==> config.mk <==
export PLATFORM = sky130hd
export DESIGN_NAME = nn_demo_io_ctrl
export DESIGN_NICKNAME = d
export VERILOG_FILES = /design/src/rtl/nn_demo_io_ctrl.sv
export SDC_FILE = /design/constraint.sdc
export NUM_CORES = 1
export LEC_CHECK = 0
export BUFFER_PORTS_ARGS = -buffer_cell sky130_fd_sc_hd__buf_2
export CAP_MARGIN = 15
export CORE_ASPECT_RATIO = 0.6
export CORE_MARGIN = 2
export CORE_UTILIZATION = 29
export DETAILED_ROUTE_END_ITERATION = 12
export GPL_ROUTABILITY_DRIVEN = 0
export PLACE_DENSITY_LB_ADDON = 0.05
export SYNTH_ARGS = -nofsm -noshare
export SYNTH_HDL_FRONTEND = slang
export SYNTH_SLANG_ARGS = --single-unit
==> constraint.sdc <==
create_clock -name clk -period 2.3 [get_ports clk]
set_input_delay 0.115 -clock clk [delete_from_list [all_inputs] [get_ports clk]]
set_output_delay 0.115 -clock clk [all_outputs]
set_load 0.02 [all_outputs]
==> src/rtl/nn_demo_io_ctrl.sv <==
// nn_demo_io_ctrl: board-side I/O controller for the neural-network demo.
// Turns the raw start key into a debounced start pulse, produces the
// clock-enable tick the core runs on, sequences runs with a watchdog,
// latches the argmax class, counts completed runs, and drives LEDs and a
// multi-digit active-low 7-segment display.
//
// Build option: define NN_DEMO_LED_BAR_EN to show nn_state as a thermometer
// bar on ledr instead of a one-hot position.
//
// Core interface timing: tick is a one-clk enable every DIV clks. All
// control towards the core (start_pulse) changes only on tick edges and is
// held for a full tick period, so the core samples it exactly once on its
// next tick. nn_done is a level that is only acted on at tick edges.
module nn_demo_io_ctrl #(
   parameter int DIV            = 8,
   parameter int DEBOUNCE_TICKS = 4,
   parameter int TIMEOUT_TICKS  = 1024,
   parameter int STATE_W        = 4,
   parameter int CLASS_W        = 4,
   parameter int NUM_DIGITS     = 3,
   parameter int LED_W          = 10
) (
   input  logic                    clk,
   input  logic                    resetn,
   input  logic                    key_n,
   input  logic                    nn_done,
   input  logic [STATE_W-1:0]      nn_state,
   input  logic [CLASS_W-1:0]      nn_argmax,
   output logic                    tick,
   output logic                    start_pulse,
   output logic                    busy,
   output logic [LED_W-1:0]        ledr,
   output logic [7*NUM_DIGITS-1:0] hex
);

   localparam int DIV_W = (DIV > 1) ? $clog2(DIV) : 1;
   localparam int DB_W  = $clog2(DEBOUNCE_TICKS + 1);
   localparam int WD_W  = $clog2(TIMEOUT_TICKS + 1);
   localparam int CNT_W = 4 * (NUM_DIGITS - 1);

   localparam logic [6:0] SEG_BLANK = 7'b1111111;
   localparam logic [6:0] SEG_DASH  = 7'b0111111;
   localparam logic [6:0] SEG_ERR   = 7'b0000110;

   typedef enum logic [1:0] {
      ST_IDLE  = 2'd0,
      ST_RUN   = 2'd1,
      ST_SHOW  = 2'd2,
      ST_ERROR = 2'd3
   } state_t;

   state_t             state_q;
   state_t             state_d;
   logic [DIV_W-1:0]   div_cnt;
   logic               key_s1;
   logic               key_s2;
   logic               key_acc;
   logic [DB_W-1:0]    db_cnt;
   logic               press_evt;
   logic [WD_W-1:0]    wd_cnt;
   logic [CLASS_W-1:0] class_q;
   logic [CNT_W-1:0]   run_count;
   logic               do_start;
   logic               do_latch;
   logic               wd_clr;
   logic               wd_inc;
   logic               busy_d;
   logic [LED_W-1:0]   led_d;
   logic [7*NUM_DIGITS-1:0] hex_d;
   logic [3:0]         class_nib;

   // Active-low hex digit patterns, segment order gfedcba.
   function automatic logic [6:0] seg_hex(input logic [3:0] v);
      logic [6:0] s;
      case (v)
         4'h0: s = 7'b1000000;
         4'h1: s = 7'b1111001;
         4'h2: s = 7'b0100100;
         4'h3: s = 7'b0110000;
         4'h4: s = 7'b0011001;
         4'h5: s = 7'b0010010;
         4'h6: s = 7'b0000010;
         4'h7: s = 7'b1111000;
         4'h8: s = 7'b0000000;
         4'h9: s = 7'b0010000;
         4'hA: s = 7'b0001000;
         4'hB: s = 7'b0000011;
         4'hC: s = 7'b1000110;
         4'hD: s = 7'b0100001;
         4'hE: s = 7'b0000110;
         default: s = 7'b0001110;
      endcase
      return s;
   endfunction

   // Tick divider: counter 0..DIV-1; tick is registered so it is high
   // exactly while the counter sits at DIV-1.
   always_ff @(posedge clk or negedge resetn) begin
      if (!resetn) begin
         div_cnt <= '0;
         tick    <= 1'b0;
      end else begin
         if (div_cnt == DIV_W'(DIV - 1)) begin
            div_cnt <= '0;
         end else begin
            div_cnt <= div_cnt + DIV_W'(1);
         end
         tick <= (div_cnt == DIV_W'(DIV - 2));
      end
   end

   // Two-flop synchroniser; idles at the released (high) key level.
   always_ff @(posedge clk or negedge resetn) begin
      if (!resetn) begin
         key_s1 <= 1'b1;
         key_s2 <= 1'b1;
      end else begin
         key_s1 <= key_n;
         key_s2 <= key_s1;
      end
   end

   // Debounce: a level differing from the accepted one must persist for
   // DEBOUNCE_TICKS ticks. A press is held pending until the next tick,
   // where the FSM consumes it.
   always_ff @(posedge clk or negedge resetn) begin
      if (!resetn) begin
         db_cnt    <= '0;
         key_acc   <= 1'b1;
         press_evt <= 1'b0;
      end else begin
         if (tick) begin
            press_evt <= 1'b0;
         end
         if (key_s2 == key_acc) begin
            db_cnt <= '0;
         end else if (tick) begin
            if (db_cnt == DB_W'(DEBOUNCE_TICKS - 1)) begin
               db_cnt  <= '0;
               key_acc <= key_s2;
               if (!key_s2) begin
                  press_evt <= 1'b1;
               end
            end else begin
               db_cnt <= db_cnt + DB_W'(1);
            end
         end
      end
   end

   // Run sequencer next-state logic; every decision is taken on a tick.
   always_comb begin
      state_d  = state_q;
      do_start = 1'b0;
      do_latch = 1'b0;
      wd_clr   = 1'b0;
      wd_inc   = 1'b0;
      if (tick) begin
         case (state_q)
            ST_IDLE, ST_SHOW, ST_ERROR: begin
               if (press_evt) begin
                  state_d  = ST_RUN;
                  do_start = 1'b1;
                  wd_clr   = 1'b1;
               end
            end
            ST_RUN: begin
               // done takes priority over a coincident timeout
               if (nn_done) begin
                  state_d  = ST_SHOW;
                  do_latch = 1'b1;
               end else begin
                  wd_inc = 1'b1;
                  if (wd_cnt == WD_W'(TIMEOUT_TICKS - 1)) begin
                     state_d = ST_ERROR;
                  end
               end
            end
            default: state_d = ST_IDLE;
         endcase
      end
   end

   // Sequencer state, watchdog, class latch, run counter and start pulse.
   always_ff @(posedge clk or negedge resetn) begin
      if (!resetn) begin
         state_q     <= ST_IDLE;
         wd_cnt      <= '0;
         class_q     <= '0;
         run_count   <= '0;
         start_pulse <= 1'b0;
      end else begin
         state_q <= state_d;
         if (wd_clr) begin
            wd_cnt <= '0;
         end else if (wd_inc) begin
            wd_cnt <= wd_cnt + WD_W'(1);
         end
         if (do_latch) begin
            class_q   <= nn_argmax;
            run_count <= run_count + CNT_W'(1);
         end
         if (tick) begin
            start_pulse <= do_start;
         end
      end
   end

   assign class_nib = 4'(class_q);

   // Next values for the registered busy, LED and display outputs.
   always_comb begin
      busy_d = (state_q == ST_RUN);
      led_d  = '0;
      hex_d  = '1;
      for (int i = 0; i < LED_W; i++) begin
`ifdef NN_DEMO_LED_BAR_EN
         led_d[i] = (32'(nn_state) >= 32'(i));
`else
         led_d[i] = (32'(nn_state) == 32'(i));
`endif
      end
      if (state_q == ST_ERROR) begin
         led_d[LED_W-1] = 1'b1;
      end
      case (state_q)
         ST_IDLE:  hex_d[6:0] = SEG_BLANK;
         ST_ERROR: hex_d[6:0] = SEG_ERR;
         default:  hex_d[6:0] = (32'(class_q) > 32'd9) ? SEG_DASH : seg_hex(class_nib);
      endcase
      for (int k = 1; k < NUM_DIGITS; k++) begin
         hex_d[7*k +: 7] = seg_hex(run_count[4*(k-1) +: 4]);
      end
   end

   // Output registers; display blanks and LEDs go dark in reset.
   always_ff @(posedge clk or negedge resetn) begin
      if (!resetn) begin
         busy <= 1'b0;
         ledr <= '0;
         hex  <= '1;
      end else begin
         busy <= busy_d;
         ledr <= led_d;
         hex  <= hex_d;
      end
   end

endmodule

### Yosys cells after proc, flatten, opt, wreduce, memory -nomap -nowiden

Memories as Yosys holds them, arrays and structs flattened. A register that Yosys moved wholly into a read port is not among the register bits.
Index checks and enable logic that the tools add are counted.

| word-level totals | value |
|---|---|
| register bits | 69 |
| latch bits | 0 |
| bits in writable memories | 0 |
| ROM bits | 336 |
| input port bits | 12 |
| output and inout port bits | 34 |
| word-level logic and storage cells | 79 |
| memories kept | 3 |

| cells by class | value |
|---|---|
| $add $sub $neg | 4 |
| multipliers | 0 |
| div/mod/pow operators | 0 |
| order comparisons | 1 |
| eq/ne operators | 19 |
| shift-type cells | 0 |
| muxes and demuxes | 27 |
| bitwise gates (word level) | 1 |
| reductions and logical operators | 9 |

Memories:

| memory | words | bits a word | rd ports | clocked after Yosys merged registers in | wr ports | RTL line | RTL |
|---|---|---|---|---|---|---|---|
| (no name shown) | 16 | 7 | 1 | 0 | 0 | 75 | `case (v)` |
| (no name shown) | 16 | 7 | 1 | 1 | 0 | 75 |  |
| (no name shown) | 16 | 7 | 1 | 1 | 0 | 75 |  |

Operators by type and width:

| cell | count |
|---|---|
| $mux W11 | 2 |
| $eq A4 B3 Y1 const B | 4 |
| $mux W1 | 15 |
| $pmux W7 S2 | 1 |
| $mux W3 | 4 |
| $add A11 B1 Y11 const B | 1 |
| $eq A11 B10 Y1 const B | 1 |
| $add A8 B1 Y8 const B | 1 |
| $eq A4 B2 Y1 const B | 2 |
| $eq A4 B4 Y1 const B | 2 |
| $mux W7 | 1 |
| $add A3 B1 Y3 const B | 2 |
| $eq A3 B3 Y1 const B | 2 |
| $mux W2 | 3 |
| $reduce_and A3 Y1 | 2 |
| $eq A2 B2 Y1 const B | 2 |
| $eq A4 B1 Y1 const B | 1 |
| $gt A4 B4 Y1 const B | 1 |
| $logic_not A4 Y1 | 1 |
| $pmux W2 S2 | 1 |
| $reduce_bool A2 Y1 | 2 |
| $eq A3 B2 Y1 const B | 1 |
| $ne A3 B2 Y1 const B | 1 |
| $reduce_or A3 Y1 | 1 |
| other kinds (6) | 7 |

### Logic depth before layout (Yosys ltp)

Gate-level depths: netlist of run 1.

| depth | value |
|---|---|
| word-level depth | 5 |
| depth in mapped cells | 7 |
| gate-level depth less buffers | 6 |

### Worst setup path before layout of run 1

No wires, ideal clock.

| timing path | value |
|---|---|
| path kind | flip-flop to flip-flop |
| from | reg state_q[1] |
| to | reg wd_cnt[9] |
| setup time | 78 ps |
| data arrival time | 1600 ps |
| data required time | 2222 ps |
| slack | 621 ps |
| stages on the path, launching flop included | 7 |
| buffers on the path | 0 |
| period minus slack after synthesis | 1679 ps |
| cell sequence | dfrtp_1 -> inv_1 -> ha_1 -> and2b_1 -> o21ai_2 -> or4_1 -> a21oi_1 |

| between the ends | value |
|---|---|
| elaborated cells on any way between the ends | 11 |
| classes of those cells | eq/ne: 3; mux: 5; reduce/logical: 3 |

RTL lines:

| item | RTL line | RTL |
|---|---|---|
| start: declaration | 52 | `state_t state_q;` |
| start signal: assignment | 193 | `state_q <= state_d;` |
| $eq A2 B1 Y1 | -- |  |
| via busy_d | 67 | `logic busy_d;` |
| $mux W1 | 159 | `case (state_q)` |
| $mux W1 | 158 | `if (tick) begin` |
| $reduce_bool A2 Y1 (no line) | -- |  |
| end signal: assignment | 197 | `wd_cnt <= wd_cnt + WD_W'(1);` |
| end: declaration | 60 | `logic [WD_W-1:0] wd_cnt;` |

The timed path passes the listed nets, and every way through them passes these cells.
A chain may end at the register's enable or synchronous reset.

### Final worst setup path of run 1

| timing path | value |
|---|---|
| from | reg state_q[1] |
| to | reg wd_cnt[7] |

Same word-level chain as after synthesis.

==> impl_metrics.csv, run 1 <==
group,metric,value,unit
drt,drtIter0Drc,82,
setup_path,req_time_crit_path,2.55,ns
pwr,power-per-cell-area,632.6,nW/um^2
cts,cts_tree,"built",
floorplanning,fp-row-count,30,
pwr,power.static_leakage,1.926,nW
floorplanning,num_io_pins,46,
drt,drt-wirelength-per-cell,13.18,um
setup_path,startpoint_of_the_most_critical_setup_path,"state_q[1]",
setup_path,critical_path.slowest_cell,"or4_1",
logic_synthesis,async_flop_share,100.0,%
cts,clock_sink_count,69,
timing,setup-violations-final,0,
logic_synthesis,syn-instance-count,317,
setup_path,crit_type,"reg2reg",
status,run_status,"finished clean",
setup_path,critical_path.max_stage_delay,0.49,ns
timing,measured_slew_at_the_worst_slew_check_pin,0.6228,ns
final_layout,layout.cells.most_common_list,"45 x dfrtp_1, 45 x buf_2, 32 x nor2_1",
floorplanning,die_w,143.5,um
setup_path,crit_path_dat,2.13,ns
floorplanning,initial_core_util,29.86,%
timing,finalWorstPathRequiredPeriod,1.875,ns
cts,cts_resized,0,
global_route,grt_first_pass_wirelength,11870,um
setup_path,setup.worst_path.end_class,"flop",
logic_synthesis,synth_ff_type,"dfrtp_1",
floorplanning,floorplan.die.height,87.68,um
global_route,globalRoute.totalOverflow,0,
cts,cts.reportedPaths.clkPinSlew,0.05,ns
timing,final-hold-violation-count,0,
setup_path,beginning_of_the_worst_register_to_register_path,"state_q[1]",
setup_path,cp_buf_inv_count,1,
timing,grt_setup_unrepaired,"no",
setup_path,crit_path_depth,6,
setup_path,timing.reg2reg.setup_slack,0.43,ns
timing,fin_setup_tns,0,ns
timing,timing.final.crit_share,81.50,%
drt,drtAntennaViolNets,0,
logic_synthesis,netlist-cell-type-count,51,
logic_synthesis,syn-cell-area,3384,um^2
setup_path,critPathLaunchType,"flop",
logic_synthesis,postSynthAreaPerCell,10.68,um^2
final_layout,antenna_cells_inserted,0,
global_route,pin_count_of_the_biggest_net_entering_global_routing,26,
final_layout,share_of_cells_above_drive_strength_1,26.79,%
global_route,first_global_vias,2293,
floorplanning,floorplan.core_area,11340,um^2
logic_synthesis,synth_sequential_area_ratio,51.90,%
placed_design,placed_area,3819,um^2
cts,cts_root_buf,"clkbuf_16",
cts,clock_tree_buf_depth,2,
global_route,grt_antenna_before_repair,0,
timing,skew,0.005313,ns
timing,timing.slew.headroom,58.48,%
drt,vias_per_cell,4.413,
global_route,globalRouteTotalUtil,12.36,%
setup_path,crit_chain,"inv_1 > ha_1 > and2b_1 > o21ai_2 > or4_1 > a21oi_1",
final_layout,finish.instance_area,4161,um^2
timing,slew_viol_final,0,
final_layout,finish.net_count,412,
hold_path,hold_path_startpoint,"nn_argmax[2]",
cts,post-cts-setup-buffer-count,0,
cts,clock_latency,0.33,ns
setup_path,r2r-end,"wd_cnt[7]",
logic_synthesis,yosys_warnings,0,
cts,clock_buffer_count_from_cts,9,
setup_path,crit_fanout,8,
drt,drt-total-wl,7077,um
drt,via_count,2370,
logic_synthesis,syn_nets,357,
placed_design,port_buffers,45,
final_layout,area_delta_synth_final,22.96,%
drt,remaining_drc_errors,0,
timing,fmaxAchievable,0.5334,GHz
job,drv_cap,0,
logic_synthesis,postSynthRegisterBits,69,
setup_path,critPathCapture,"wd_cnt[7]",
timing,post_route_hold_slack,0.01254,ns
drt,detailedRoute.firstPassIterationCount,4,
hold_path,hold_path.class,"in2reg",
setup_path,reg2regPathDepth,6,
cts,clock_tree.htree_level_count,3,
logic_synthesis,synth_edf_count,0,
placed_design,dp_hpwl,5056,um
floorplanning,total_die_area,12580,um^2
pwr,p_total,2.632,mW
setup_path,cpLargestDelayFamily,"simple AND/OR/NAND/NOR gates",
pwr,worst_case_vdd_ir_drop,0.2930,mV
==> layout make-up <==
class / instances / area [um^2]
tap: 160 / 200.2
inverter: 19 / 71.32
clock inverter: 1 / 5.005
clock buffer: 15 / 287.8
timing repair buffer: 56 / 332.8
sequential: 69 / 1757
multi-input combinational: 217 / 1508
fill: 1179 / 7174
==> metrics by stage <==
step / worst slack (ns) / std cells / utilization [%]
after CTS: 0.4074 / 537 / 36.71
after global placement: 0.4720 / 516 / 33.69
after floorplan: 0.6215 / 317 / -
final: 0.4254 / 537 / 36.71
after detailed placement: 0.4143 / 516 / 33.69
after global routing: 0.2723 / 537 / 36.71
==> synth_stat cells (all sizes together), types with 2 or more instances <==
cell | number | share of area, %
mux4 | 3 | 2.0
nand2 | 27 | 3.1
o22ai | 2 | 0.37
or2 | 2 | 0.37
o21ai | 22 | 3.4
nand3b | 2 | 0.44
xor2 | 2 | 0.52
and2b | 2 | 0.44
dfstp | 24 | 19
or3 | 3 | 0.55
dfrtp | 45 | 33
inv | 19 | 2.1
mux2 | 2 | 0.67
mux2i | 8 | 2.4
a22o | 3 | 0.78
nor2b | 4 | 0.74
buf | 4 | 0.55
ha | 28 | 10
o31ai | 4 | 0.89
and3 | 2 | 0.41
nor3 | 5 | 0.74
and2 | 3 | 0.59
xnor2 | 9 | 2.3
clkbuf | 8 | 0.89
or4 | 2 | 0.44
o211ai | 2 | 0.44
nand2b | 5 | 0.92
nand3 | 6 | 0.89
a31oi | 2 | 0.37
nor2 | 32 | 3.5
a21oi | 16 | 2.4
nand4 | 6 | 1.1
==> where the power goes <==
part           total, mW  internal (mW)  switching, mW
Clock               1.33          0.846          0.484
Sequential          1.23           1.23        0.00278
Combinational     0.0742         0.0264         0.0478
==> kinds of logic after synthesis <==
family          synth area share (%)
simple gates                   15.56
flops                          51.90
compound gates                 10.76
buf+inv                        3.549
fa+ha+maj                      10.35
mux                            5.028
xor+xnor                       2.847
==> worst register-to-register path: cells and delay by family (launching register included) <==
family,cells,cell delay [ns]
compound gates,2,0.26
flops,1,0.39
fa+ha+maj,1,0.32
buf+inv,1,0.12
simple gates,2,0.70
==> registers in the layout, summed over array words and instances, names as in the netlist, 2 cells and up, named ones only <==
register and cells:
class_nib 4, db_cnt 3, div_cnt 3, hex 21, ledr 10, run_count 8
state_q 2, wd_cnt 11
==> layer usage <==
layer | share of wire [%] | wire, um | vias up | GRT usage (%)
met5 | 0 | 0 | - | 0
met4 | 1.8 | 129 | 0 | 4.902
met3 | 5.2 | 368 | 13 | 4.702
met2 | 37 | 2605 | 47 | 15.80
met1 | 56 | 3973 | 1110 | 18.38
li1 | - | - | 1200 | -
==> how the worst min path moves through the flow <==
stage | to | slack, ns | cells after the start
floorplan | asynchronous set/reset pin | -0.18 | 0
global placement | class_nib[1] | 0.18 | 1
detailed placement | class_nib[1] | 0.18 | 1
CTS | class_nib[2] | 0.002 | 3
global route | class_nib[2] | 0.02 | 3
finish | class_nib[2] | 0.01 | 3
==> repair_timing <==
item,in CTS,in global routing
setup endpoints to repair,0,0
hold buffers,5,0
endpoints found under the hold margin,25,0
No activity file was read; power rests on OpenSTA's default activity.
==> run 2, diff against run 1 <==
ABC_AREA = 1   (was default)
clock period = 1.6 ns   (was 2.3 ns; I/O delays follow)
==> impl_metrics.csv, run 2 <==
group,metric,value,unit
final_layout,finish.instance_area,4319,um^2
setup_path,crit_type,"reg2reg",
timing,slew_viol_final,0,
drt,drt-wirelength-per-cell,11.86,um
drt,detailedRoute.firstPassIterationCount,4,
drt,drtAntennaViolNets,0,
drt,drt-total-wl,7399,um
cts,cts_root_buf,"clkbuf_16",
floorplanning,fp-row-count,30,
cts,clock_sink_count,69,
timing,skew,0.006774,ns
global_route,grt_first_pass_wirelength,12340,um
cts,clock_buffer_count_from_cts,9,
cts,post-cts-setup-buffer-count,0,
hold_path,hold_path.class,"in2reg",
final_layout,regMostFlops,"hex",
logic_synthesis,synth_ff_type,"dfrtp_1",
placed_design,place_worst_setup_slack,0.06965,ns
global_route,globalRouteTotalUtil,12.76,%
final_layout,share_of_cells_above_drive_strength_1,22.41,%
job,drv_cap,0,
cts,cts_tree,"built",
timing,setup-violations-final,0,
logic_synthesis,synth_top_area_cell,"dfrtp_1",
timing,timing.final.crit_share,93.01,%
timing,final-hold-violation-count,0,
logic_synthesis,yosys_warnings,0,
logic_synthesis,most_instantiated_cells_after_synthesis,"93 x nand2_1, 47 x inv_1, 45 x dfrtp_1, 41 x nor2_1, 28 x ha_1",
setup_path,critical_path.max_stage_delay,0.39,ns
setup_path,setup.worst_path.end_class,"flop",
cts,clock_tree.htree_level_count,3,
setup_path,critPathLaunchType,"flop",
timing,fin_setup_tns,0,ns
floorplanning,num_io_pins,46,
floorplanning,die_w,144.6,um
timing,timing.slew.headroom,72.14,%
floorplanning,total_die_area,12770,um^2
logic_synthesis,async_flop_share,100.0,%
logic_synthesis,postSynthAreaPerCell,8.771,um^2
final_layout,area_delta_synth_final,25.62,%
setup_path,crit_fanout,5,
logic_synthesis,synth_sequential_area_ratio,51.09,%
status,run_status,"finished clean",
logic_synthesis,synth_edf_count,0,
logic_synthesis,syn-cell-area,3438,um^2
logic_synthesis,syn-instance-count,392,
global_route,first_global_vias,2463,
logic_synthesis,syn_nets,432,
timing,final_critical_path_setup_slack,0.1119,ns
timing,fmaxAchievable,0.6720,GHz
logic_synthesis,synth_top_area_share,32.75,%
floorplanning,floorplan.core_area,11410,um^2
timing,measured_slew_at_the_worst_slew_check_pin,0.4179,ns
global_route,globalRoute.totalOverflow,0,
setup_path,crit_chain,"inv_1 > ha_2 > nand3_2 > nor2_2 > nand3_1 > xor2_1",
setup_path,req_time_crit_path,1.81,ns
timing,finalWorstPathRequiredPeriod,1.488,ns
final_layout,largest_register_ffs,21,
placed_design,placed_area,3929,um^2
pwr,worst_case_vdd_ir_drop,0.4712,mV
cts,cts.reportedPaths.clkPinSlew,0.06,ns
placed_design,dp_hpwl,5187,um
global_route,grt_antenna_before_repair,0,
setup_path,critical_path.slowest_cell,"dfrtp_1",
final_layout,layout.cells.most_common,"nand2_1",
logic_synthesis,netlist-cell-type-count,33,
drt,via_count,2658,
final_layout,layout.cells.most_common_list,"93 x nand2_1, 46 x inv_1, 45 x dfrtp_1, 45 x buf_2, 40 x nor2_1",
pwr,p_total,3.898,mW
timing,grt_setup_unrepaired,"no",
global_route,pin_count_of_the_biggest_net_entering_global_routing,70,
floorplanning,initial_core_util,30.13,%
logic_synthesis,postSynthRegisterBits,69,
logic_synthesis,yosys-top-cells-area,"dfrtp_1 33%, dfstp_2 18%, ha_1 10%",
final_layout,antenna_cells_inserted,0,
pwr,power.static_leakage,2.205,nW
logic_synthesis,synthMostInstantiatedCell,"nand2_1",
drt,remaining_drc_errors,0,
final_layout,finish.net_count,500,
drt,drtIter0Drc,121,
cts,clock_latency,0.33,ns
pwr,power-per-cell-area,902.4,nW/um^2
cts,clock_tree_buf_depth,2,
final_layout,largestRegisters,"hex: 21 flops, wd_cnt: 11 flops, ledr: 10 flops",
placed_design,port_buffers,45,
setup_path,crit_path_dat,1.70,ns
timing,post_route_hold_slack,0.04946,ns
floorplanning,floorplan.die.height,88.35,um
drt,vias_per_cell,4.260,
[run 2: final timing paths]
check / startpoint / cells past startpoint / slack [ns] / end
min in group asynchronous: resetn / 3 / 0.31 / run_count[3]
worst min register to register: key_s1 / 0 / 0.36 / key_s2
worst max register to register: state_q[1] / 6 / 0.11 / run_count[5]
worst max-delay path: state_q[1] / 6 / 0.11 / run_count[5]
worst min-delay path: nn_state[3] / 3 / 0.05 / ledr[8]
max in group asynchronous: resetn / 3 / 0.94 / hex[0]
[run 2: power by group]
group | leakage (nW) | switching, mW | internal (mW)
clock | 0.149 | 0.701 | 1.33
sequential | 0.829 | 0.00391 | 1.76
combinational | 1.23 | 0.0684 | 0.0365
[run 2: cells by family after synthesis]
group	count (synthesis)	synth area share, %
AND/OR/NAND/NOR	175	21.43
adder cells (fa/ha/maj)	28	10.19
XOR/XNOR	7	1.783
flip-flops	69	51.09
AO/OA/AOI/OAI	52	8.516
buffers and inverters	61	6.987
[run 2: cell type report]
type | instances | area (um^2)
clock buffers | 14 | 274.0
multi-input cells | 262 | 1458
flip-flops and latches | 69 | 1757
clock inverters | 1 | 30.03
fillers | 1194 | 7092
well taps | 160 | 200.2
repair buffers | 64 | 397.9
inverters | 54 | 202.7
[run 2: worst max-delay path, delay by kind of cell (launching register included)]
kind / cells / cell delay [ns]
simple gates: 3 / 0.47
fa+ha+maj: 1 / 0.24
xor+xnor: 1 / 0.15
flops: 1 / 0.39
buf+inv: 1 / 0.11
[run 2: repair_timing]
action	4_1_cts	5_1_grt
endpoints found under the hold margin	52	0
gates resized for setup	0	5
endpoints found under the setup margin	0	8
hold buffers	7	0
[run 2: metrics by stage]
stage,cells,utilization [%]
floorplan,392,-
CTS,624,37.71
detailed placement,602,34.43
global placement,602,34.43
finish,624,37.85
global route,624,37.85
[run 2: metal layers]
metal / routed length (um) / global-route usage, % / vias to the layer above
met2: 2825 / 17.45 / 51
li1: - / - / 1382
met5: 0 / 0 / -
met1: 4065 / 18.61 / 1218
met3: 415 / 4.383 / 7
met4: 92 / 4.501 / 0
==> run 3, diff against run 2 <==
MAX_ROUTING_LAYER = met4   (was default)
==> impl_metrics.csv, run 3 (synthesis gave the netlist of run 2 again) <==
group,metric,value,unit
status,run_status,"finished clean",
final_layout,storage_element_area,1757,um^2
global_route,globalRouteTotalUtil,13.18,%
timing,final-hold-violation-count,0,
floorplanning,die_w,144.6,um
final_layout,regMostFlops,"hex",
global_route,first_global_vias,2462,
drt,drt-wirelength-per-cell,11.87,um
global_route,grt_antenna_before_repair,0,
timing,post_route_hold_slack,0.05190,ns
placed_design,port_buffers,45,
setup_path,setup.worst_path.end_class,"flop",
timing,setup-violations-final,0,
floorplanning,num_io_pins,46,
cts,clock_tree.htree_level_count,3,
drt,drtAntennaViolNets,0,
timing,fin_setup_tns,0,ns
final_layout,area_delta_synth_final,25.62,%
setup_path,crit_path_depth,6,
setup_path,cpLargestDelayFamily,"simple AND/OR/NAND/NOR gates",
cts,cts_root_buf,"clkbuf_16",
timing,skew,0.006079,ns
cts,clock_buffer_count_from_cts,9,
setup_path,reg2regPathDepth,6,
drt,remaining_drc_errors,0,
hold_path,worst_hold_path.num_cells,3,
drt,drt-total-wl,7407,um
final_layout,final.fill_count,1194,
placed_design,placed_area,3929,um^2
hold_path,hold_path.class,"in2reg",
final_layout,multi_input_area,1458,um^2
job,drv_cap,0,
floorplanning,floorplan.die.height,88.35,um
setup_path,crit_fanout,5,
global_route,pin_count_of_the_biggest_net_entering_global_routing,70,
setup_path,crit_type,"reg2reg",
drt,detailedRoute.firstPassIterationCount,4,
setup_path,cp_buf_inv_count,1,
cts,clock_latency,0.33,ns
setup_path,critical_path.max_stage_delay,0.39,ns
pwr,worst_case_vdd_ir_drop,0.4660,mV
pwr,power-per-cell-area,901.5,nW/um^2
drt,drtIter0Drc,134,
floorplanning,initial_core_util,30.13,%
floorplanning,floorplan.core_area,11410,um^2
final_layout,share_of_cells_above_drive_strength_1,22.41,%
cts,cts_tree,"built",
cts,clock_tree_buf_depth,2,
final_layout,finish.instance_area,4319,um^2
final_layout,antenna_cells_inserted,0,
setup_path,crit_chain,"inv_1 > ha_2 > nand3_2 > nor2_2 > nand3_1 > xor2_1",
drt,vias_per_cell,4.252,
floorplanning,fp-row-count,30,
final_layout,layout.cells.most_common_list,"93 x nand2_1, 46 x inv_1, 45 x dfrtp_1, 45 x buf_2, 40 x nor2_1",
pwr,power.static_leakage,2.205,nW
global_route,grt_first_pass_wirelength,12340,um
final_layout,largest_register_ffs,21,
timing,measured_slew_at_the_worst_slew_check_pin,0.4127,ns
drt,via_count,2653,
setup_path,critical_path.slowest_cell,"dfrtp_1",
final_layout,largestRegisters,"hex: 21 flops, wd_cnt: 11 flops, ledr: 10 flops",
floorplanning,total_die_area,12770,um^2
global_route,globalRoute.totalOverflow,0,
cts,clock_sink_count,69,
timing,slew_viol_final,0,
timing,finalWorstPathRequiredPeriod,1.488,ns
final_layout,layout.cells.most_common,"nand2_1",
timing,fmaxAchievable,0.6721,GHz
setup_path,req_time_crit_path,1.81,ns
setup_path,critPathLaunchType,"flop",
setup_path,crit_path_dat,1.70,ns
pwr,p_total,3.894,mW
timing,grt_setup_unrepaired,"no",
final_layout,finish.net_count,500,
timing,timing.final.crit_share,92.99,%
placed_design,dp_hpwl,5187,um
cts,cts.reportedPaths.clkPinSlew,0.06,ns
timing,timing.slew.headroom,72.49,%
-- run 3: cell counts in the layout (fill, tap and decap cells not counted) --
No cell type changed its count.
-- run 3: worst reg2reg max path: stages, from the launching register on --
cell and delay [ns]:
dfrtp_1 0.39, inv_1 0.11, ha_2 0.24, nand3_2 0.18
nor2_2 0.20, nand3_1 0.10, xor2_1 0.15
-- run 3: stage by stage --
step | std cells | utilization (%) | worst slack, ns
after floorplan | 392 | - | 0.1654
after global placement | 602 | 34.43 | 0.09513
after global routing | 624 | 37.85 | 0.005829
after detailed placement | 602 | 34.43 | 0.06965
after CTS | 624 | 37.71 | 0.05101
final | 624 | 37.85 | 0.1122
-- run 3: what timing repair did --
action,in CTS,in global routing
gates resized for setup,0,5
buffers inserted,0,0
endpoints found under the setup margin,0,8
hold buffers,7,0
hold endpoints to repair,52,0
-- run 3: final cells by class --
type / instances / share of cell area [%]
Clock buffer: 14 / 6.344
Clock inverter: 1 / 0.6952
Inverter: 54 / 4.693
Multi-Input combinational cell: 262 / 33.75
Sequential cell: 69 / 40.67
Tap cell: 160 / 4.635
Timing Repair Buffer: 64 / 9.212
-- run 3: where the power goes --
part / switching [mW] / internal (mW)
sequential: 0.00390 / 1.76
combinational: 0.0683 / 0.0365
clock: 0.697 / 1.33
-- run 3: path summary, 6_finish.rpt --
check	slack [ns]	start	to
worst max register to register	0.11	state_q[1]	run_count[5]
worst max-delay path	0.11	state_q[1]	run_count[5]
min in group asynchronous	0.31	resetn	run_count[3]
worst min-delay path	0.05	nn_state[3]	ledr[8]
max in group asynchronous	0.94	resetn	hex[0]
worst min register to register	0.36	key_s1	key_s2
-- run 3: per-layer routing --
metal / wire length, um / global-route usage (%)
met1: 4028 / 18.61
met2: 2844 / 17.45
met3: 467 / 4.383
met4: 66 / 4.501
met5: 0 / -
